## config.mk

```make
export PLATFORM = sky130hd
export DESIGN_NAME = monster_spawn_ctrl
export DESIGN_NICKNAME = d
export VERILOG_FILES = /design/src/rtl/monster_pkg.sv /design/src/rtl/prng_xorshift32.sv /design/src/rtl/monster_spawn_ctrl.sv
export SDC_FILE = /design/constraint.sdc
export NUM_CORES = 1
export LEC_CHECK = 0
export CAP_MARGIN = 30
export CORE_MARGIN = 2
export CORE_UTILIZATION = 60
export DETAILED_ROUTE_END_ITERATION = 12
export PLACE_DENSITY = 0.78
export SETUP_SLACK_MARGIN = 0.2
export SLEW_MARGIN = 10
export SYNTH_ARGS = -nofsm -noshare
export SYNTH_HDL_FRONTEND = slang
export SYNTH_HIERARCHICAL = 1
export SYNTH_SLANG_ARGS = --single-unit
export TNS_END_PERCENT = 5
```

## constraint.sdc

```tcl
create_clock -name clk -period 44.1 [get_ports clk]
set_clock_uncertainty 0.1 [all_clocks]
set_input_delay 8.82 -clock clk [delete_from_list [all_inputs] [get_ports clk]]
set_output_delay 8.82 -clock clk [all_outputs]
set_load 0.005 [all_outputs]
```

## src/rtl/monster_pkg.sv

```systemverilog
// Shared types and constants for the monster spawn controller.
package monster_pkg;

  typedef enum logic [1:0] {IDLE, DRAW, CHECK, OFFER} spawn_state_t;

  localparam logic [31:0] SEED_DEFAULT = 32'h2545F491;
  localparam int XS_SHL_A = 13;
  localparam int XS_SHR_B = 17;
  localparam int XS_SHL_C = 5;

  function automatic logic [31:0] xorshift32_next(input logic [31:0] x);
    logic [31:0] t;
    t = x ^ (x << XS_SHL_A);
    t = t ^ (t >> XS_SHR_B);
    t = t ^ (t << XS_SHL_C);
    return t;
  endfunction

endpackage

```

## src/rtl/prng_xorshift32.sv

```systemverilog
// 32-bit xorshift generator; a zero seed falls back to SEED_DEFAULT so the state never sticks at 0.
module prng_xorshift32
  import monster_pkg::*;
(
  input  logic        clk,
  input  logic        reset,
  input  logic        load,
  input  logic [31:0] seed,
  input  logic        step,
  output logic [31:0] state
);

  always_ff @(posedge clk) begin
    if (reset || load) state <= (seed == 32'd0) ? SEED_DEFAULT : seed;
    else if (step)     state <= xorshift32_next(state);
  end

endmodule

```

## src/rtl/monster_spawn_ctrl.sv

```systemverilog
// Periodic per-channel spawn requests, round-robin arbitration and random slot selection.
// Optional macro MONSTER_OCC_AVOID_EN: redraw when the drawn slot is occupied, drop after MAX_RETRY.
module monster_spawn_ctrl
  import monster_pkg::*;
#(
  parameter int NUM_CH    = 4,
  parameter int NUM_SLOTS = 21,
  parameter int TICK_DIV  = 50000000,
  parameter int PER_W     = 4,
  parameter int MAX_RETRY = 3,
  localparam int CH_W  = (NUM_CH > 1) ? $clog2(NUM_CH) : 1,
  localparam int IDX_W = $clog2(NUM_SLOTS)
)(
  input  logic                    clk,
  input  logic                    reset,
  input  logic                    enable,
  input  logic [31:0]             seed,
  input  logic [NUM_CH*PER_W-1:0] period,
  input  logic [NUM_SLOTS-1:0]    occupied,
  output logic                    spawn_valid,
  input  logic                    spawn_ready,
  output logic [CH_W-1:0]         spawn_ch,
  output logic [IDX_W-1:0]        spawn_idx,
  output logic [NUM_CH-1:0]       overrun,
  output logic [7:0]              drop_cnt
);

`ifdef MONSTER_OCC_AVOID_EN
  localparam bit OCC_EN = 1'b1;
`else
  localparam bit OCC_EN = 1'b0;
`endif

  localparam int DIV_W = (TICK_DIV > 1) ? $clog2(TICK_DIV) : 1;
  localparam int RTY_W = (MAX_RETRY > 0) ? $clog2(MAX_RETRY + 1) : 1;

  spawn_state_t        fsm;
  logic [DIV_W-1:0]    div_cnt;
  logic                tick, ch_adv;
  logic [NUM_CH-1:0]   ch_req, pending, clr_vec;
  logic [CH_W-1:0]     sel_ch, rr_ptr, rr_sel, hi_sel, lo_sel;
  logic                rr_found, hi_found, lo_found;
  logic [RTY_W-1:0]    retry;
  logic [31:0]         prng_state;
  logic [IDX_W-1:0]    draw_idx;
  logic                slot_busy, retry_left, drop_now, accept;

  // Free-running base tick, independent of enable
  assign tick   = (div_cnt == DIV_W'(TICK_DIV - 1));
  assign ch_adv = tick && enable;

  always_ff @(posedge clk) begin
    if (reset) div_cnt <= '0;
    else       div_cnt <= tick ? '0 : div_cnt + 1'b1;
  end

  // >= rather than == so a period shrunk below the count wraps on the next tick
  for (genvar g = 0; g < NUM_CH; g++) begin : g_ch
    logic [PER_W-1:0] per, cnt;
    assign per       = period[g*PER_W +: PER_W];
    assign ch_req[g] = ch_adv && (per != '0) && (cnt >= per - 1'b1);
    always_ff @(posedge clk) begin
      if (reset)                      cnt <= '0;
      else if (ch_adv && per != '0)   cnt <= ch_req[g] ? '0 : cnt + 1'b1;
    end
  end

  // Round-robin: lowest pending channel above rr_ptr, else lowest at or below it
  always_comb begin
    hi_found = 1'b0;
    lo_found = 1'b0;
    hi_sel   = '0;
    lo_sel   = '0;
    for (int c = NUM_CH - 1; c >= 0; c--) begin
      if (pending[c]) begin
        if (CH_W'(c) > rr_ptr) begin hi_found = 1'b1; hi_sel = CH_W'(c); end
        else                   begin lo_found = 1'b1; lo_sel = CH_W'(c); end
      end
    end
    rr_found = hi_found || lo_found;
    rr_sel   = hi_found ? hi_sel : lo_sel;
  end

  prng_xorshift32 u_prng (
    .clk   (clk),
    .reset (reset),
    .load  (reset),
    .seed  (seed),
    .step  (fsm == DRAW),
    .state (prng_state)
  );

  assign draw_idx   = IDX_W'(prng_state % 32'(NUM_SLOTS));
  assign slot_busy  = OCC_EN && occupied[draw_idx];
  assign retry_left = (retry < RTY_W'(MAX_RETRY));
  assign drop_now   = (fsm == CHECK) && slot_busy && !retry_left;
  assign accept     = spawn_valid && spawn_ready;

  always_comb begin
    clr_vec = '0;
    if (accept || drop_now) clr_vec[sel_ch] = 1'b1;
  end

  // A request landing in the clear cycle re-arms pending without flagging overrun
  always_ff @(posedge clk) begin
    if (reset) begin
      pending <= '0;
      overrun <= '0;
    end else begin
      overrun <= overrun | (ch_req & pending & ~clr_vec);
      pending <= (pending & ~clr_vec) | ch_req;
    end
  end

  always_ff @(posedge clk) begin
    if (reset) begin
      fsm         <= IDLE;
      sel_ch      <= '0;
      rr_ptr      <= CH_W'(NUM_CH - 1);
      retry       <= '0;
      spawn_valid <= 1'b0;
      spawn_ch    <= '0;
      spawn_idx   <= '0;
      drop_cnt    <= '0;
    end else begin
      case (fsm)
        IDLE: if (rr_found) begin
          sel_ch <= rr_sel;
          rr_ptr <= rr_sel;
          retry  <= '0;
          fsm    <= DRAW;
        end
        DRAW: fsm <= CHECK;
        CHECK: begin
          if (!slot_busy) begin
            spawn_valid <= 1'b1;
            spawn_ch    <= sel_ch;
            spawn_idx   <= draw_idx;
            fsm         <= OFFER;
          end else if (retry_left) begin
            retry <= retry + 1'b1;
            fsm   <= DRAW;
          end else begin
            if (drop_cnt != 8'hFF) drop_cnt <= drop_cnt + 1'b1;
            fsm <= IDLE;
          end
        end
        OFFER: if (spawn_ready) begin
          spawn_valid <= 1'b0;
          fsm         <= IDLE;
        end
        default: fsm <= IDLE;
      endcase
    end
  end

endmodule
```

# Word level (Yosys, flattened, before mapping)
# Cells that the tools add are included.
[totals]
register_bits = 96
output_inout_bits = 20
elab_cells = 121
[op_classes]
n_addsub = 9
div = 1
order_cmp = 10
n_eq_ne = 6
n_mux = 48
bitwise = 9
reduce_logical = 24
[ops]
columns = ["operator", "n"]
rows = [
  ["2-to-1 mux 32 bit", 3],
  ["XOR 32 bit", 2],
  ["2-to-1 mux 2 bit", 19],
  ["logical NOT 32 bit", 1],
  ["remainder unit 32 x 5 -> 32 bit (second input constant)", 1],
  ["XOR 32 x 15 -> 32 bit", 1],
  ["adder 26 x 1 -> 26 bit (second input constant)", 1],
  ["== test 26 bit (second input constant)", 1],
  ["2-to-1 mux 4 bit", 5],
  ["2-to-1 mux 1 bit", 18],
  ["adder 4 x 1 -> 4 bit (second input constant)", 4],
  [">= comparator 4 bit", 4],
  ["nonzero test 4 bit", 4],
  ["subtractor 4 x 1 -> 4 bit (second input constant)", 4],
  ["AND 4 bit", 3],
  ["logical AND 1 bit", 11],
  ["OR 4 bit", 2],
  ["one-hot mux 2 bit (4 select lines)", 1],
  ["AND reduction 2 bit", 3],
  ["== test 2 bit (second input constant)", 2],
  ["greater-than comparator 1 x 2 -> 1 bit (first input constant)", 2],
  ["greater-than comparator 2 bit (first input constant)", 2],
  ["inequality test 2 bit (second input constant)", 2],
  ["inverter 4 bit", 1],
  ["other kinds (9)", 10],
]

# Logic depth before layout (Yosys ltp)
[depth]
ltp_word = 12
depth_mapped = 81

# Hierarchy
# The synthesis kept the hierarchy.
[by_module_without_submodules]
columns = ["mod", "n_inst", "cells_per_inst", "area_per_inst_um2", "seq_area_each_um2"]
rows = [
  ["monster_spawn_ctrl", 1, 1508, 11172.0, 1281.2],
  ["prng_xorshift32", 1, 182, 1970.6, 960.9],
]

# Least setup slack after synthesis
# Ideal clock, no wire load.
[synth_path]
path_type = "register to register"
startpoint = "register u_prng.state[28]"
endpoint = "register spawn_idx[3]"
setup_ns = 0.073
arrival_time_ns = 17.004
required_ns = 43.927
setup_slack_ns = 26.923
path_stages_with_launch = 74
path_buffers = 7
period_less_slack_ns = 17.177
cell_sequence = "edfxtp_1 > buf_4 > buf_4 > o21ai_1 > o22ai_1 > a22oi_2 > nand2_1 > o32a_1 > nand2_2 > mux2i_1 > a22o_1 > xor2_1 > a21oi_1 > a2111o_1 > buf_6 > o31a_1 > a311o_1 > a211o_2 > (+38 left out) > mux2_2 > mux2i_1 > a21boi_0 > or2_1 > buf_4 > ha_1 > or3_1 > mux2i_1 > nor4_1 > o32ai_1 > nand2_1 > xnor2_1 > ha_1 > nor2b_1 > a2111oi_4 > a21oi_1 > o311a_1 > nor3_2"
[synth_via]
elab_chain_cells = 1
[synth_lines]
columns = ["element", "line", "text"]
rows = [
  ["start: declaration", "prng_xorshift32.sv:10", "output logic [31:0] state"],
  ["start signal: assignment", "prng_xorshift32.sv:14", "if (reset || load) state <= (seed == 32'd0) ? SEED_DEFAULT : seed;"],
  ["start signal: assignment", "prng_xorshift32.sv:15", "else if (step) state <= xorshift32_next(state);"],
  ["remainder unit 32 x 5 -> 32 bit", "monster_spawn_ctrl.sv:93", "assign draw_idx = IDX_W'(prng_state % 32'(NUM_SLOTS));"],
  ["end signal: assignment", "monster_spawn_ctrl.sv:138", "spawn_idx <= draw_idx;"],
  ["end: declaration", "monster_spawn_ctrl.sv:23", "output logic [IDX_W-1:0] spawn_idx,"],
]
# No other way between the ends.
# A chain may end at the register's enable or synchronous reset.

# Final worst setup path
[layout_path]
startpoint = "register u_prng.state[30]"
endpoint = "register spawn_idx[0]"
# Same word-level chain as after synthesis.

==> results.cfg <==
[critical_path]
reg2reg_from = u_prng/state[30]$_DFFE_PP_
slowest_delay_ns = 0.89
endpoint_kind = flip-flop
cp_data_arrival_time_ns = 22.11
cp_max_fo = 27
crit_slowest_cell = edfxtp_1
cp_common_cell = mux2i_1
cp.required_ns = 44.28
r2r_slack_ns = 22.17
r2r_end = spawn_idx[0]$_SDFFE_PP0P_
worstSetupPathType = flip-flop to flip-flop
startpoint_type = flip-flop
r2r.worst_path.cells = 67

[timing]
final.period_utilization_pct = 49.7
finalHoldViolations = 0
tightest_slew_ns = 0.937
max_freq_ghz = 0.0456
fin_ws_ns = 22.17
slew_viol_final = 0
rsz0062_at_grt = no
maxSlewHeadroom_pct = 37.0
setup_viol = 0
setup_tns_ns = 0
layout_min_cycle_time_ns = 21.93

[synthesis]
synth_top_flop_cell = dfxtp_1
yosysTopAreaCellShare_pct = 9.75
async_flop_share_pct = 0
ys_ff_latch = 96
synth_commonest_cells = 169 x nor2_1, 123 x nand2_1, 102 x a21oi_1, 93 x xnor2_1, 75 x o21ai_0
ys_types = 131
yosys_warnings = 6
synthesis.area_mm2 = 0.0131
avgSynthCellArea_um2 = 7.78
synthTopCellsByArea = dfxtp_1 9.7%, edfxtp_1 7.3%, xnor2_1 6.2%, nor2_1 4.8%, a21oi_1 3.9%
yosysTopAreaCell = dfxtp_1
yosysSeqAreaShare_pct = 17.1
synthMostInstantiatedCell = nor2_1
syn-instance-count = 1690
synth_edf_count = 32

[layout]
instances_no_fill = 1964
drive_gt1_share_pct = 7.78
num_antenna_cells = 0
layout.nets = 1787
fin_area_mm2 = 0.0138
area_delta_synth_final_pct = 5.27

[worst_hold_path]
hold_class = flip-flop to flip-flop
hold_depth = 1
min_to = div_cnt[0]$_SDFF_PP0_
hold_start = div_cnt[0]$_SDFF_PP0_

[grt]
grt_first_pass_wirelength_um = 55000
gr-usage-all-layers_pct = 27.1
grt_pass1_vias = 11700
globalRouteOverflowTotal = 0
grt_max_degree = 42
antenna_found_initial = 1

[flow_run]
cap_violations = 0

[floorplanning]
die_w_um = 152
num_rows = 54
io_pins = 93
die_h_um = 152
core-area_mm2 = 0.0217
die_area_mm2 = 0.0231
initial_core_util_pct = 60.6

[cts]
cts_buffer_depth = 2
clk_pin_slew_ns = 0.07
cts_setup_buffers = 0
cts_tree = done
h-tree-depth = 3
cts_root_buf = clkbuf_16
cts_hold_buf = 0
post_cts_resized = 0
clk_latency_ns = 0.36
cts_sinks = 96
cts_buffers = 9

[detailed_routing]
wl_per_cell_um = 16.8
firstDrtPassIters = 8
vias = 13000
drcViolationCount = 0
drt_iter0_markers = 1140
viasPerCell = 6.62
ant_nets = 0
routed_wl_um = 32900

[placed_design]
dp_cells = 1948
port_buffers = 63
placed_cell_area_mm2 = 0.0135
place_congestion = 0.907
dp_slack_ns = 22.65
dpl.hpwl_um = 24200

[run_status]
outcome = finished, final reports clean
## logic make-up after synthesis
family / synth area share, %
buffers and inverters: 6.75
AND/OR/NAND/NOR: 24.1
other: 0.0285
flip-flops: 17.1
adder cells (fa/ha/maj): 4.08
multiplexers: 4.63
XOR/XNOR: 10.6
AO/OA/AOI/OAI: 32.8
## cell type report
cell class                 count  area [µm²]
fill                        1888        7850
clock inverter                 6        82.6
tap                          280         350
sequential                    96        2240
inverter                      54         203
timing repair buffer          71         691
multi-input combinational   1448       10000
clock buffer                   9         225
## worst max path at each step
stage,depth (start not counted),end,start,slack [ns]
final,67,spawn_idx[0]$_SDFFE_PP0P_,u_prng/state[30]$_DFFE_PP_,22.17
after global placement,65,spawn_idx[1]$_SDFFE_PP0P_,u_prng/state[30]$_DFFE_PP_,22.97
after CTS,67,spawn_idx[0]$_SDFFE_PP0P_,u_prng/state[30]$_DFFE_PP_,22.55
after global routing,66,spawn_idx[0]$_SDFFE_PP0P_,u_prng/state[30]$_DFFE_PP_,20.42
after floorplan,73,spawn_idx[3]$_SDFFE_PP0P_,u_prng/state[28]$_DFFE_PP_,26.92
after detailed placement,67,spawn_idx[0]$_SDFFE_PP0P_,u_prng/state[30]$_DFFE_PP_,22.65
## metrics by stage
| stage | utilization, % | hold slack [ns] |
|---|---|---|
| finish | 63.8 | 0.365 |
| global route | 63.8 | 0.388 |
| CTS | 63.7 | 0.372 |
| detailed placement | 62.3 | 0.357 |
| global placement | 62.3 | 0.342 |
| floorplan | - | 0.326 |
## sequential cells by signal, indices dropped and copies added, names as in the netlist
| register | cells |
|---|---|
| u_prng/state | 32 |
| overrun | 4 |
| sel_ch | 2 |
| spawn_valid | 1 |
| pending | 4 |
| div_cnt | 26 |
| spawn_ch | 2 |
| rr_ptr | 2 |
| spawn_idx | 5 |
| fsm | 2 |
| g_ch.cnt | 16 |
## layer usage
metal / GRT usage [%] / share of wire [%] / vias up
met2: 43.9 / 46 / 452
met5: 0 / 0.024 / -
met1: 37.6 / 45 / 6123
met3: 3.62 / 6.6 / 69
met4: 8.54 / 2.1 / 2
li1: - / - / 6365
## cells in the final DEF, fill, tap and decap left out, types with 27 or more instances in the layout
| cell type | instances |
|---|---|
| a21oi_1 | 102 |
| nand2_1 | 123 |
| dfxtp_1 | 64 |
| ha_1 | 34 |
| nor3_1 | 53 |
| inv_1 | 51 |
| edfxtp_1 | 32 |
| a21o_1 | 36 |
| xor2_1 | 39 |
| o21ai_0 | 75 |
| nand3_1 | 60 |
| nor2_1 | 168 |
| clkdlybuf4s50_1 | 63 |
| xnor2_1 | 93 |
| o21ai_1 | 27 |
| mux2i_1 | 39 |
## worst max-delay path, delay by kind of cell, from the launching register on
kind | cells | cell delay [ns]
mux | 9 | 2.59
flops | 1 | 0.89
compound gates | 33 | 9.85
simple gates | 19 | 6.32
fa+ha+maj | 2 | 0.56
xor+xnor | 4 | 1.50
Power is left out: the tool's default activity adds up to more than one toggle a clock period on the data nets, which glitch-free logic cannot reach.
